`config.mk`:
```
export PLATFORM = sky130hd
export DESIGN_NAME = sync_tx
export DESIGN_NICKNAME = d
export VERILOG_FILES = /design/src/rtl/sync_pkg.sv /design/src/rtl/sync_tx_nrzi.sv /design/src/rtl/sync_tx.sv
export SDC_FILE = /design/constraint.sdc
export NUM_CORES = 1
export LEC_CHECK = 0
export BUFFER_PORTS_ARGS = -buffer_cell sky130_fd_sc_hd__buf_2
export CORE_MARGIN = 5
export CORE_UTILIZATION = 40
export CTS_BUF_LIST = sky130_fd_sc_hd__clkbuf_16
export DETAILED_ROUTE_END_ITERATION = 10
export SYNTH_ARGS = -nofsm -noshare
export SYNTH_HDL_FRONTEND = slang
export SYNTH_SLANG_ARGS = --single-unit
```
`constraint.sdc`:
```
create_clock -name CLK -period 2.05 [get_ports CLK]
set_input_delay 0.1025 -clock CLK [delete_from_list [all_inputs] [get_ports CLK]]
set_output_delay 0.1025 -clock CLK [all_outputs]
set_load 0.02 [all_outputs]
```
`src/rtl/sync_pkg.sv`:
```
// Shared types and constants for the SYNC/NRZI line transmitter.
// Latency: n/a (package only).
// Backpressure: n/a. SYNC_TX_BITSTUFF_EN adds the STUFF state.
package sync_pkg;

  localparam int SYNC_LEN_DEF = 8;

  // Line symbols encoded as {k, j}; k=j=1 is never driven.
  localparam logic [1:0] SYM_K   = 2'b10;
  localparam logic [1:0] SYM_J   = 2'b01;
  localparam logic [1:0] SYM_SE0 = 2'b00;

  // Run length of payload 1s that forces a stuffed toggle.
  localparam logic [2:0] STUFF_RUN = 3'd6;

  typedef enum logic [2:0] {
    ST_IDLE,
    ST_SYNC,
    ST_DATA,
`ifdef SYNC_TX_BITSTUFF_EN
    ST_STUFF,
`endif
    ST_EOP_SE0,
    ST_EOP_J
  } state_e;

  // SYNC pattern: K,J alternating from K, with the final two symbols both K.
  function automatic logic [1:0] sync_sym(input int idx, input int len);
    logic [31:0] iv;
    iv = idx;
    return ((iv[0] == 1'b0) || (idx == len - 1)) ? SYM_K : SYM_J;
  endfunction

endpackage

```
`src/rtl/sync_tx_nrzi.sv`:
```
// NRZI encoder with optional bit stuffing (SYNC_TX_BITSTUFF_EN).
// Latency: combinational next level; level register updates on the consuming edge.
// Backpressure: stall=1 means the next symbol is a stuffed toggle and bit_dat is not consumed.
module sync_tx_nrzi import sync_pkg::*; (
  input  logic CLK,
  input  logic RST,
  input  logic init,
  input  logic bit_vld,
  input  logic bit_dat,
  output logic lvl_k,
  output logic stall
);

  logic lvl_q, lvl_d, base_lvl;
`ifdef SYNC_TX_BITSTUFF_EN
  logic [2:0] ones_q, ones_d, base_ones;
`endif

  // Next line level: a 0 toggles, a 1 holds; init restarts from K.
  always_comb begin
    base_lvl = init ? 1'b1 : lvl_q;
    lvl_d    = base_lvl;
`ifdef SYNC_TX_BITSTUFF_EN
    base_ones = init ? 3'd0 : ones_q;
    ones_d    = base_ones;
    if (bit_vld) begin
      if (!init && (ones_q == STUFF_RUN)) begin
        lvl_d  = ~base_lvl;
        ones_d = 3'd0;
      end else if (bit_dat) begin
        ones_d = base_ones + 3'd1;
      end else begin
        lvl_d  = ~base_lvl;
        ones_d = 3'd0;
      end
    end
`else
    if (bit_vld && !bit_dat) begin
      lvl_d = ~base_lvl;
    end
`endif
  end

  assign lvl_k = lvl_d;

`ifdef SYNC_TX_BITSTUFF_EN
  assign stall = (ones_q == STUFF_RUN);
`else
  assign stall = 1'b0;
`endif

  // Level (and run counter) registers; reset parks the line at K.
  always_ff @(posedge CLK or negedge RST) begin
    if (!RST) begin
      lvl_q  <= 1'b1;
`ifdef SYNC_TX_BITSTUFF_EN
      ones_q <= 3'd0;
`endif
    end else begin
      lvl_q  <= lvl_d;
`ifdef SYNC_TX_BITSTUFF_EN
      ones_q <= ones_d;
`endif
    end
  end

endmodule

```
`src/rtl/sync_tx.sv`:
```
// Frame transmitter: SYNC, NRZI payload byte (optional stuffing via SYNC_TX_BITSTUFF_EN), EOP.
// Latency: first SYNC symbol on the line one edge after in_start is accepted in IDLE.
// Backpressure: none; in_start is ignored while busy, out_done pulses on return to IDLE.
module sync_tx import sync_pkg::*; #(
  parameter int SYNC_LEN = SYNC_LEN_DEF  // even, >= 4
) (
  input  logic       CLK,
  input  logic       RST,
  input  logic       in_start,
  input  logic [7:0] in_data,
  output logic       out_k,
  output logic       out_j,
  output logic       out_en,
  output logic       out_busy,
  output logic       out_done
);

  localparam int IDX_W = (SYNC_LEN > 8) ? $clog2(SYNC_LEN) : 3;
  localparam logic [IDX_W-1:0] LAST_SYNC = IDX_W'(SYNC_LEN - 1);
  localparam logic [IDX_W-1:0] LAST_BIT  = IDX_W'(7);

  state_e           state_q, state_d;
  logic [IDX_W-1:0] idx_q, idx_d, nxt_idx;
  logic [7:0]       data_q, data_d;
  logic [1:0]       sym_q, sym_d;
  logic             en_q, en_d, busy_q, busy_d, done_q, done_d;

  logic nz_init, nz_vld, nz_bit, nz_lvl_k, nz_stall;

  sync_tx_nrzi u_nrzi (
    .CLK     (CLK),
    .RST     (RST),
    .init    (nz_init),
    .bit_vld (nz_vld),
    .bit_dat (nz_bit),
    .lvl_k   (nz_lvl_k),
    .stall   (nz_stall)
  );

  // Frame sequencing: next state, symbol/bit index and encoder requests.
  always_comb begin
    state_d = state_q;
    idx_d   = idx_q;
    data_d  = data_q;
    nz_init = 1'b0;
    nz_vld  = 1'b0;
    nz_bit  = 1'b0;
    nxt_idx = idx_q + IDX_W'(1);
    case (state_q)
      ST_IDLE: begin
        if (in_start) begin
          state_d = ST_SYNC;
          idx_d   = '0;
          data_d  = in_data;
        end
      end
      ST_SYNC: begin
        if (idx_q == LAST_SYNC) begin
          state_d = ST_DATA;
          idx_d   = '0;
          nz_init = 1'b1;
          nz_vld  = 1'b1;
          nz_bit  = data_q[0];
        end else begin
          idx_d = nxt_idx;
        end
      end
`ifdef SYNC_TX_BITSTUFF_EN
      ST_DATA, ST_STUFF: begin
`else
      ST_DATA: begin
`endif
        if (nz_stall) begin
`ifdef SYNC_TX_BITSTUFF_EN
          // Sixth consecutive 1 just went out: insert a toggle, keep the bit index.
          state_d = ST_STUFF;
          nz_vld  = 1'b1;
`endif
        end else if (idx_q == LAST_BIT) begin
          state_d = ST_EOP_SE0;
          idx_d   = '0;
        end else begin
          state_d = ST_DATA;
          idx_d   = nxt_idx;
          nz_vld  = 1'b1;
          nz_bit  = data_q[nxt_idx[2:0]];
        end
      end
      ST_EOP_SE0: begin
        if (idx_q == IDX_W'(1)) begin
          state_d = ST_EOP_J;
          idx_d   = '0;
        end else begin
          idx_d = nxt_idx;
        end
      end
      ST_EOP_J: begin
        state_d = ST_IDLE;
        idx_d   = '0;
      end
      default: begin
        state_d = ST_IDLE;
        idx_d   = '0;
      end
    endcase
  end

  // Line outputs are a function of the state being entered, so they register alongside it.
  always_comb begin
    sym_d  = SYM_J;
    en_d   = 1'b1;
    busy_d = 1'b1;
    done_d = (state_q == ST_EOP_J);
    case (state_d)
      ST_IDLE: begin
        en_d   = 1'b0;
        busy_d = 1'b0;
      end
      ST_SYNC:    sym_d = sync_sym(int'(idx_d), SYNC_LEN);
      ST_EOP_SE0: sym_d = SYM_SE0;
      ST_EOP_J:   sym_d = SYM_J;
      default:    sym_d = nz_lvl_k ? SYM_K : SYM_J;
    endcase
  end

  // State and output registers; reset drops any frame and parks the line idle.
  always_ff @(posedge CLK or negedge RST) begin
    if (!RST) begin
      state_q <= ST_IDLE;
      idx_q   <= '0;
      data_q  <= '0;
      sym_q   <= SYM_J;
      en_q    <= 1'b0;
      busy_q  <= 1'b0;
      done_q  <= 1'b0;
    end else begin
      state_q <= state_d;
      idx_q   <= idx_d;
      data_q  <= data_d;
      sym_q   <= sym_d;
      en_q    <= en_d;
      busy_q  <= busy_d;
      done_q  <= done_d;
    end
  end

  assign out_k    = sym_q[1];
  assign out_j    = sym_q[0];
  assign out_en   = en_q;
  assign out_busy = busy_q;
  assign out_done = done_q;

endmodule

```
After elaboration in Yosys (flattened, before gate mapping)
Index checks and enable logic that the tools add are counted.
- register bits: 19
- input bits: 11
- output and inout port bits: 5
- word-level logic and storage cells: 53
- add/subtract/negate cells: 1
- magnitude comparators: 1
- equal/unequal tests: 10
- multiplexer cells: 24
- bitwise operators: 2
- reductions and logical operators: 8
- operators with widths (operator ; count):
    $mux W3 ; 6
    $eq A3 B1 Y1 const B ; 4
    $pmux W3 S4 ; 1
    $mux W1 ; 10
    $eq A3 B2 Y1 const B ; 3
    $eq A3 B3 Y1 const B ; 3
    $pmux W3 S3 ; 1
    $logic_not A3 Y1 ; 2
    $pmux W2 S3 ; 1
    $lt A3 B4 Y1 const B ; 1
    $mux W2 ; 2
    $pmux W1 S2 ; 2
    $reduce_or A2 Y1 ; 2
    $add A3 B1 Y3 const B ; 1
    $bmux W1 S3 ; 1
    $not A1 Y1 ; 2
    $reduce_and A2 Y1 ; 1
    $logic_and A1 B1 Y1 ; 1
    $logic_not A1 Y1 ; 1
    $logic_or A1 B1 Y1 ; 1

Longest topological paths before layout
- word-level depth: 10
- mapped depth: 7
- depth with buffers taken out: 7

Modules after synthesis
Synthesis repeated with hierarchy kept, for this count alone.
- cells, all modules: 94
- area, all modules: 1141.1 µm²
- modules (own cells, without submodules) (module ; times used ; cells an instance ; area each (µm²) ; seq. area each (µm²)):
    sync_tx ; 1 ; 88 ; 1077.3 ; 451.7
    sync_tx_nrzi ; 1 ; 6 ; 63.8 ; 26.3

Least setup slack after synthesis
No wires, ideal clock.
- path kind: register to register
- start: register idx_q[0]
- end: register sym_q[1]
- library setup time: 120 ps
- arrival: 1853 ps
- data required time: 1930 ps
- slack: 78 ps
- cell stages (with the launch flop): 8
- path buffers: 0
- clock period less this slack: 1972 ps
- cells stage by stage: dfrtp_1 > ha_1 > ha_1 > nor2b_1 > or3b_1 > o31ai_1 > o21ai_1 > a31o_1
- word-level cells in the longest chain between the ends: 10
- elaborated cells between the ends (all ways): 36
- classes of those cells: add/sub: 1; eq/ne: 6; mux: 22; bitwise: 2; reduce/logical: 5
- RTL lines (element ; line ; RTL):
    start, declared ; sync_tx.sv:23 ; logic [IDX_W-1:0] idx_q, idx_d, nxt_idx;
    start signal, assigned ; sync_tx.sv:138 ; idx_q <= idx_d;
    $add A3 B1 Y3 ; sync_tx.sv:48 ; nxt_idx = idx_q + IDX_W'(1);
    $bmux W1 S3 ; sync_tx.sv:86 ; nz_bit = data_q[nxt_idx[2:0]];
    $mux W1 (implied by the code) ; sync_tx.sv:86 ;
    $mux W1 ; sync_tx.sv:79 ; end else if (idx_q == LAST_BIT) begin
    $pmux W1 S2 ; sync_tx.sv:49 ; case (state_q)
    $logic_not A1 Y1 ; sync_tx_nrzi.sv:38 ; if (bit_vld && !bit_dat) begin
    $logic_and A1 B1 Y1 ; sync_tx_nrzi.sv:38 ;
    $mux W1 ; sync_tx_nrzi.sv:38 ;
    $mux W2 ; sync_tx.sv:122 ; default: sym_d = nz_lvl_k ? SYM_K : SYM_J;
    $pmux W2 S3 (*) ; sync_tx.sv:114 ; case (state_d)
    via sym_d[1] ; sync_tx.sv:25 ; logic [1:0] sym_q, sym_d;
    end signal, assigned ; sync_tx.sv:140 ; sym_q <= sym_d;
    end, declared ; sync_tx.sv:25 ;
Mark *: on every way through the listed nets, which the timed path passes. The rest lies on a longest branch. The select of a mux whose other input is x is not followed.
A chain may end at the register's enable or synchronous reset.

Worst setup path after layout
Same ends and word-level chain as after synthesis.

==> results.sh <==
export IMPL_cpPeakStageDelay_ps=440
export IMPL_cp_end_kind="register"
export IMPL_avgSynthCellArea_um2=10.79
export IMPL_layout_common_cells="dfrtp_1, buf_2, buf_4"
export IMPL_hold_worst_slack_ps=73.61
export IMPL_holdPathEnd="data_q[7]"
export IMPL_yosysWarnings=0
export IMPL_wl_per_cell_um=14.94
export IMPL_yosys_area_top_type_share=0.4151
export IMPL_cts_clk_slew_worst_paths_ps=60
export IMPL_post_dp_hpwl_mm=1.694
export IMPL_htreeDepth=1
export IMPL_crit_family="adder cells"
export IMPL_tightestPinTransition_ps=417.8
export IMPL_setup_viol=0
export IMPL_netlist_area_um2=1025
export IMPL_skew_ps=3.198
export IMPL_fin_nets=137
export IMPL_via_count=806
export IMPL_drtIter0Drc=21
export IMPL_min_delay_start="in_data[7]"
export IMPL_synth_edff_count=0
export IMPL_grt_max_degree=20
export IMPL_power_density_nw_per_um2=1769
export IMPL_cp_common_cell="ha_1"
export IMPL_grt_pass1_wl_mm=3.684
export IMPL_drc=0
export IMPL_seq_area_um2=479.2
export IMPL_synth_main_ff_cell="dfrtp_1"
export IMPL_critPathMaxFanout=4
export IMPL_ir_drop_mv=1.005
export IMPL_fin_ws_ps=67.78
export IMPL_ys_async_sr_fraction=1.000
export IMPL_n_antenna_cell=0
export IMPL_antenna_found_initial=0
export IMPL_rsz0062_at_grt="false"
export IMPL_period_minus_slack_ps=1982
export IMPL_grt_use_total=0.1432
export IMPL_routed_wl_mm=2.271
export IMPL_grt_ovfl_total=0
export IMPL_gp_congestion=0.9025
export IMPL_syn_num_nets=109
export IMPL_synth_seq_cells=19
export IMPL_num_rows=18
export IMPL_fin_crit_sh=0.9669
export IMPL_seq_area_frac_synth=0.4664
export IMPL_first_pass_iters=4
export IMPL_dieArea_um2=3674
export IMPL_p_leak_nw=0.5935
export IMPL_worstHoldPathType="primary input to register"
export IMPL_synth_cells=95
export IMPL_relSlewSlack=0.7214
export IMPL_reg2reg_depth=7
export IMPL_yosysTopAreaCell="dfrtp_1"
export IMPL_critical_path_depth=7
export IMPL_clockBufferDepth=2
export IMPL_core_area_um2=2455
export IMPL_fmax_mhz=504.5
export IMPL_nFillCells=214
export IMPL_postRouteAntennaNets=0
export IMPL_root_buffer="clkbuf_16"
export IMPL_reg2reg_to="sym_q[1]"
export IMPL_r2r_start="idx_q[0]"
export IMPL_grt_pass1_vias=822
export IMPL_cp_slowest_cell="dfrtp_2"
export IMPL_dp_worst_setup_slack_ps=57.14
export IMPL_slew_viol_final=0
export IMPL_path_cells="ha_1, ha_1, mux4_2, xnor2_2, o41ai_2, buf_4, a31o_1"
export IMPL_via_per_inst=5.303
export IMPL_worstHoldPathCells=2
export IMPL_final_common_cell="dfrtp_1"
export IMPL_crit_type="register to register"
export IMPL_synthTopCellsByArea="dfrtp_1, mux2_2, dfstp_2"
export IMPL_status="finished clean"
export IMPL_cp_start_kind="register"
export IMPL_finalHoldViolCount=0
export IMPL_clkLatencyLatePin_ps=260
export IMPL_dieHeight_um=60.62
export IMPL_fp_dieW_um=60.62
export IMPL_cap_violations=0
export IMPL_start_util=0.4174
export IMPL_fin_setup_tns_ps=0
export IMPL_worst_ep_arrival_time_ps=2180
export IMPL_area_growth_pct=29.55
export IMPL_drive_above_1_share=0.4262
export IMPL_tritoncts_num_buffers=3
export IMPL_synth_cell_types=39
export IMPL_port_buffers=15
export IMPL_clock_sinks=19
export IMPL_crit_required_ps=2250
export IMPL_pin_count=16
export IMPL_r2r_slack_ps=70
export IMPL_crit_buf_inv=1
export IMPL_multi_input_area_um2=548.0
export IMPL_cts_tree="built"
## cells in the mapped netlist, types with 2 or more instances
cell type / n
o21ai_0: 3
nor2b_1: 2
nor2_1: 8
nor3b_1: 2
ha_1: 3
nor3_1: 2
a21oi_1: 4
mux2i_1: 4
dfstp_2: 2
mux2_2: 8
buf_2: 2
inv_1: 2
dfrtp_1: 17
nand2_1: 6
or2_2: 2
nand2b_1: 5
## kinds of logic after synthesis
logic type,share of synthesized area
mux,0.1490
flops,0.4664
buf+inv,0.03907
fa+ha+maj,0.03663
compound gates,0.1038
simple gates,0.1966
xor+xnor,0.008549
## how the worst max path moves through the flow
stage               startpoint       end  slack [ps]
finish                idx_q[0]  sym_q[1]          70
global route          idx_q[0]  sym_q[1]          10
CTS                   idx_q[0]  sym_q[1]          30
detailed placement    idx_q[0]  sym_q[1]          60
global placement      idx_q[0]  sym_q[1]          70
floorplan             idx_q[0]  sym_q[1]          80
## where the power goes
group | internal [mW] | switching, mW | leakage (nW) | total (mW)
Clock | 0.262 | 0.146 | 0.0409 | 0.408
Sequential | 0.569 | 0.137 | 0.225 | 0.706
Combinational | 0.676 | 0.560 | 0.328 | 1.24
## stage by stage
step	power [mW]	util	area (um2)	instances
after floorplan	1.484	-	1025	95
after global placement	1.779	0.4837	1187	146
after detailed placement	1.801	0.4837	1187	146
after CTS	2.229	0.5204	1277	151
after global routing	2.520	0.5408	1328	152
final	2.349	0.5408	1328	152
## repair_timing
item | CTS | global route
setup endpoints to repair | 0 | 2
hold buffers | 1 | 0
buffers inserted | 0 | 1
endpoints found under the hold margin | 17 | 0
resized for setup | 0 | 7
## area by class of cell
class | instances | share of cell area
multi-input combinational | 69 | 0.4128
clock inverter | 1 | 0.003770
sequential | 19 | 0.3610
clock buffer | 3 | 0.05655
inverter | 2 | 0.005655
timing repair buffer | 28 | 0.1320
tap | 30 | 0.02828
## state kept, by name (all words and copies together) (netlist names)
register,cells
out_done,1
state_q,3
sym_q,2
u_nrzi.lvl_q,1
idx_q,3
data_q,8
out_busy,1
## routing by layer
| metal | routed length [um] | GRT usage | vias up |
|---|---|---|---|
| li1 | - | - | 396 |
| met1 | 1011 | 0.1771 | 384 |
| met2 | 1066 | 0.2229 | 19 |
| met3 | 107 | 0.02553 | 7 |
| met4 | 85 | 0.1053 | 0 |
| met5 | 0 | 0 | - |
Note: power is estimated with default switching activity, not from simulation.
